`src/rtl/mem_bus_arbiter.sv`:
```
// Two-port (fetch / load-store) arbiter onto one external memory bus, one transaction at a time.
// Grant one cycle after a request, ready one cycle after ACK_n low; requests on a busy port are dropped.
module mem_bus_arbiter #(
  parameter int BIT_WIDTH   = 32,
  parameter int TIMEOUT_CYC = 64,
  parameter int CNT_W       = 8
) (
  input  logic                 clk,
  input  logic                 rst,
  input  logic                 if_req,
  input  logic [BIT_WIDTH-1:0] if_addr,
  output logic                 if_ready,
  output logic [BIT_WIDTH-1:0] if_rdata,
  input  logic                 dm_req,
  input  logic                 dm_write,
  input  logic [1:0]           dm_size,
  input  logic [BIT_WIDTH-1:0] dm_addr,
  input  logic [BIT_WIDTH-1:0] dm_wdata,
  output logic                 dm_ready,
  output logic [BIT_WIDTH-1:0] dm_rdata,
  output logic                 err,
  output logic                 busy,
  output logic [BIT_WIDTH-1:0] MAD,
  output logic                 MREQ,
  output logic                 WRITE,
  output logic [1:0]           SIZE,
  output logic [BIT_WIDTH-1:0] MDT_o,
  output logic                 MDT_oe,
  input  logic [BIT_WIDTH-1:0] MDT_i,
  input  logic                 ACK_n
);

  typedef enum logic [1:0] {S_IDLE, S_IBUS, S_DBUS} state_t;

  localparam logic [CNT_W-1:0] WD_LAST = CNT_W'(TIMEOUT_CYC - 1);

  state_t               state_q, state_d;
  logic                 if_pend_q, dm_pend_q, last_dm_q;
  logic [BIT_WIDTH-1:0] if_addr_q, dm_addr_q, dm_wdata_q;
  logic                 dm_write_q;
  logic [1:0]           dm_size_q;
  logic [CNT_W-1:0]     wd_q;
  logic                 mreq_q, write_q;
  logic [1:0]           size_q;
  logic [BIT_WIDTH-1:0] mad_q, mdt_o_q, if_rdata_q, dm_rdata_q;
  logic                 if_ready_q, dm_ready_q, err_q;
  logic                 grant_if, grant_dm, done, tmo;

  always_comb begin
    state_d  = state_q;
    grant_if = 1'b0;
    grant_dm = 1'b0;
    done     = 1'b0;
    tmo      = 1'b0;
    case (state_q)
      S_IDLE: begin
        // On a contest, the port that did not win last time gets the bus.
        if (if_pend_q && (!dm_pend_q || last_dm_q)) begin
          grant_if = 1'b1;
          state_d  = S_IBUS;
        end else if (dm_pend_q) begin
          grant_dm = 1'b1;
          state_d  = S_DBUS;
        end
      end
      S_IBUS, S_DBUS: begin
        if (!ACK_n) begin
          done    = 1'b1;
          state_d = S_IDLE;
        end else if ((TIMEOUT_CYC != 0) && (wd_q == WD_LAST)) begin
          tmo     = 1'b1;
          state_d = S_IDLE;
        end
      end
      default: state_d = S_IDLE;
    endcase
  end

  always_ff @(posedge clk or negedge rst) begin
    if (!rst) begin
      state_q    <= S_IDLE;
      if_pend_q  <= 1'b0;
      dm_pend_q  <= 1'b0;
      last_dm_q  <= 1'b0;
      if_addr_q  <= '0;
      dm_addr_q  <= '0;
      dm_wdata_q <= '0;
      dm_write_q <= 1'b0;
      dm_size_q  <= 2'b00;
      wd_q       <= '0;
      mreq_q     <= 1'b0;
      write_q    <= 1'b0;
      size_q     <= 2'b00;
      mad_q      <= '0;
      mdt_o_q    <= '0;
      if_rdata_q <= '0;
      dm_rdata_q <= '0;
      if_ready_q <= 1'b0;
      dm_ready_q <= 1'b0;
      err_q      <= 1'b0;
    end else begin
      state_q    <= state_d;
      if_ready_q <= 1'b0;
      dm_ready_q <= 1'b0;
      err_q      <= 1'b0;

      if (grant_if) begin
        if_pend_q <= 1'b0;
      end else if (if_req && !if_pend_q && state_q != S_IBUS) begin
        if_pend_q <= 1'b1;
        if_addr_q <= if_addr;
      end

      if (grant_dm) begin
        dm_pend_q <= 1'b0;
      end else if (dm_req && !dm_pend_q && state_q != S_DBUS) begin
        dm_pend_q  <= 1'b1;
        dm_write_q <= dm_write;
        dm_size_q  <= dm_size;
        dm_addr_q  <= dm_addr;
        dm_wdata_q <= dm_wdata;
      end

      if (grant_if) begin
        last_dm_q <= 1'b0;
        mreq_q    <= 1'b1;
        write_q   <= 1'b0;
        size_q    <= 2'b00;
        mad_q     <= if_addr_q;
        mdt_o_q   <= '0;
        wd_q      <= '0;
      end else if (grant_dm) begin
        last_dm_q <= 1'b1;
        mreq_q    <= 1'b1;
        write_q   <= dm_write_q;
        size_q    <= dm_size_q;
        mad_q     <= dm_addr_q;
        mdt_o_q   <= dm_wdata_q;
        wd_q      <= '0;
      end else if (state_q != S_IDLE && ACK_n && !tmo) begin
        wd_q <= wd_q + CNT_W'(1);
      end

      if (done || tmo) begin
        mreq_q  <= 1'b0;
        write_q <= 1'b0;
        err_q   <= tmo;
        if (state_q == S_IBUS) begin
          if_ready_q <= 1'b1;
          if_rdata_q <= tmo ? '0 : MDT_i;
        end else begin
          dm_ready_q <= 1'b1;
          // A completed store leaves the last load result in place.
          if (tmo)           dm_rdata_q <= '0;
          else if (!write_q) dm_rdata_q <= MDT_i;
        end
      end
    end
  end

  assign if_ready = if_ready_q;
  assign if_rdata = if_rdata_q;
  assign dm_ready = dm_ready_q;
  assign dm_rdata = dm_rdata_q;
  assign err      = err_q;
  assign busy     = (state_q != S_IDLE);
  assign MAD      = mad_q;
  assign MREQ     = mreq_q;
  assign WRITE    = write_q;
  assign SIZE     = size_q;
  assign MDT_o    = mdt_o_q;
  assign MDT_oe   = mreq_q & write_q;

endmodule
```
`config.mk`:
```
export PLATFORM = sky130hd
export DESIGN_NAME = mem_bus_arbiter
export DESIGN_NICKNAME = d
export VERILOG_FILES = /design/src/rtl/mem_bus_arbiter.sv
export SDC_FILE = /design/constraint.sdc
export NUM_CORES = 1
export LEC_CHECK = 0
export BUFFER_PORTS_ARGS = -buffer_cell sky130_fd_sc_hd__buf_2
export CELL_PAD_IN_SITES_DETAIL_PLACEMENT = 1
export CELL_PAD_IN_SITES_GLOBAL_PLACEMENT = 1
export CORE_MARGIN = 2
export CORE_UTILIZATION = 41
export CTS_CLUSTER_SIZE = 28
export DETAILED_ROUTE_END_ITERATION = 6
export PLACE_DENSITY = 0.82
export REMOVE_ABC_BUFFERS = 1
export SYNTH_ARGS = -nofsm -noshare
export SYNTH_HDL_FRONTEND = slang
export SYNTH_SLANG_ARGS = --single-unit
```
`constraint.sdc`:
```
create_clock -name clk -period 2.05 [get_ports clk]
set_input_delay 0.1025 -clock clk [delete_from_list [all_inputs] [get_ports clk]]
set_output_delay 0.1025 -clock clk [all_outputs]
set_load 0.03 [all_outputs]
```
==> impl_metrics.csv <==
group,metric,value,unit
power,powerDensity,1810,nW/um^2
routing,via_per_inst,5.42,
routing,wl_per_cell,23.8,um
grt,grt_pass1_wl,51.4,mm
grt,grt_antenna_before_repair,6,
clocking,clk_latency,0.54,ns
layout,layout_common_cells,"buf_2 (271), dfrtp_1 (247), dlygate4sd3_1 (134)",
floorplanning,die_y,156,um
grt,grt_overflow,0,
routing,dr.first_iter.drc_count,457,
synthesis,async_flop_share,100,%
timing,hold_slack,0.104,ns
worst_setup_path,required,2.44,ns
power,max-vdd-ir-drop,0.000896,V
clocking,cts_resized,0,
timing,hold_violations,0,
grt,grt_max_degree,69,
power,p_sw_share,41.0,%
synthesis,syn_area,9450,sq um
timing,skew,0.0290,ns
worst_setup_path,worst_setup_path_end_kind,"flop",
power,total_power,24.6,mW
synthesis,ys_warn_count,0,
timing,fin_crit_sh,94.3,%
synthesis,synth_seq_cells,247,
power,p_switching,10.1,mW
synthesis,synth_ff_type,"dfrtp_1",
floorplanning,dieWidth,156,um
timing,fin_crit,1.93,ns
timing,finalMaxSlewViolations,0,
clocking,cts_buffer_depth,3,
hold_path,hold_path_class,"in -> async",
timing,setup_viol,0,
power,pwr-share-clk,22.0,%
synthesis,synthCells,698,
synthesis,synth_area_per_cell,13.5,sq um
outcome,status,"complete, no violations",
layout,syn_to_final_growth,43.8,%
layout,utilization,60.0,%
clocking,path_clk_slew,0.06,ns
power,p_int,14.5,mW
worst_setup_path,critPathLaunchType,"flop",
floorplanning,core,22600,sq um
grt,grt_pass1_vias,8754,
clocking,numCtsBuffers,27,
floorplanning,io_pins,273,
clocking,cts-htree-levels,1,
timing,grt_setup_unrepaired,"false",
synthesis,seq_area_frac_synth,65.4,%
clocking,cts_tree,"done",
layout,nNetsFinal,1243,
routing,drc,0,
power,p_seq_share,35.7,%
timing,tightest_slew,0.502,ns
place,post_dp_cell_area,11300,sq um
place,place.gp.congestion,0.787,
place,hpwl,17.8,mm
floorplanning,die_area,24300,sq um
layout,stdcell_area,13600,sq um
synthesis,synthDistinctLibCells,40,
routing,ant_nets,0,
timing,slew_headroom,65.7,%
synthesis,synth-edff-count,0,
layout,fillers,2301,
clocking,clock_sinks,247,
worst_setup_path,crit_arrival,2.33,ns
layout,layout_commonest_cell,"buf_2",
routing,drtPass1Iterations,4,
routing,routed_wl,33.6,mm
layout,drive_gt1_share,39.4,%
floorplanning,start_util,41.8,%
floorplanning,num_rows,55,
clocking,root_buffer,"clkbuf_16",
power,power_leakage,6.60,nW
grt,track_usage,27.7,%
worst_setup_path,cp_max_fo,33,
job,max-cap-violations,0,
place,place.port_buffers,272,
worst_setup_path,crit_type,"reg -> reg",
timing,max_freq,517,MHz
routing,num_vias,7664,
power,p_comb_share,42.3,%
==> final cells by class <==
type | count | area (sq um) | area share (%)
Timing Repair Buffer | 425 | 2980 | 21.9
Sequential cell | 247 | 6180 | 45.5
Antenna cell | 6 | 15.0 | 0.110
Tap cell | 285 | 357 | 2.62
Clock inverter | 11 | 184 | 1.35
Clock buffer | 38 | 797 | 5.86
Multi-Input combinational cell | 397 | 3060 | 22.5
Inverter | 5 | 18.8 | 0.138
==> worst max-delay path, stage by stage, from the launching register on <==
cell and delay, ns:
dfrtp_1 0.38, ha_1 0.20, nand3_1 0.14, o41ai_2 0.34
nand3_1 0.13, buf_4 0.28, a22o_1 0.32
==> power groups by stage <==
stage	Sequential [mW]	Combinational (mW)	Clock [mW]
floorplan	10.6	4.25	0
global placement	8.45	9.43	0
detailed placement	8.56	9.83	0
CTS	8.55	10.1	5.41
global route	9.02	11.0	5.65
finish	8.77	10.4	5.40
==> worst paths after layout <==
path / from / end / slack, ns / depth (start not counted)
max: wd_q[0] / if_rdata[15] / 0.12 / 6
max in group asynchronous: rst / dm_rdata[7] / 1.20 / 3
max reg2reg: wd_q[0] / if_rdata[15] / 0.12 / 6
min: rst / dm_wdata_q[15] / 0.10 / 2
min reg2reg: dm_wdata_q[25] / MDT_o[25] / 0.49 / 1
min in group clk: dm_req / dm_pend_q / 0.32 / 4
==> registers in the layout (all words and copies together), names as in the netlist, 2 cells and up <==
signal	count
MAD	32
MDT_o	32
dm_addr_q	32
dm_rdata	32
dm_wdata_q	32
if_addr_q	32
if_rdata	32
wd_q	8
SIZE	2
dm_size_q	2
state_q	2
==> repair_timing <==
action,in CTS,in global routing
hold endpoints to repair,368,0
hold buffers,134,0
buffers inserted,0,0
==> synthesized netlist by cell type, types with 3 or more instances <==
| master | n | area [sq um] |
|---|---|---|
| dfrtp_1 | 247 | 6180 |
| o21a_1 | 3 | 22.5 |
| inv_1 | 5 | 18.8 |
| a31oi_1 | 34 | 213 |
| nand2_1 | 78 | 293 |
| buf_6 | 3 | 33.8 |
| mux2i_1 | 6 | 60.1 |
| a22o_1 | 98 | 858 |
| mux2_2 | 98 | 1100 |
| o21ai_0 | 3 | 15.0 |
| xnor2_1 | 3 | 26.3 |
| ha_1 | 4 | 50.1 |
| clkbuf_1 | 28 | 105 |
| nand3_1 | 4 | 20.0 |
| buf_2 | 15 | 75.1 |
| nor2_1 | 40 | 150 |
==> metal layers <==
layer | wire (um) | GRT usage, % | share of wire [%]
met2 | 17700 | 49.7 | 53
met1 | 12400 | 31.4 | 37
met4 | 2010 | 15.0 | 6.0
met5 | 0 | 0 | 0
met3 | 1540 | 4.67 | 4.6
==> metrics by stage <==
stage / setup slack, ns / cells / TNS, ns
finish: 0.117 / 1414 / 0
global route: 0.00356 / 1414 / 0
CTS: 0.184 / 1408 / 0
detailed placement: 0.189 / 1225 / 0
global placement: 0.262 / 1225 / 0
floorplan: -1.76 / 649 / -245.75
==> logic make-up (layout without fill, tap and decap cells) <==
| kind of cell | Yosys count | in the layout | share of synthesized area (%) |
|---|---|---|---|
| multiplexers | 105 | 105 | 12.4 |
| other | 0 | 6 | 0 |
| buffers and inverters | 54 | 479 | 2.59 |
| AO/OA/AOI/OAI | 148 | 148 | 12.6 |
| flip-flops | 247 | 247 | 65.4 |
| AND/OR/NAND/NOR | 137 | 137 | 6.19 |
| XOR/XNOR | 3 | 3 | 0.278 |
| adder cells (fa/ha/maj) | 4 | 4 | 0.529 |
Power figures use the tool's default switching activity.
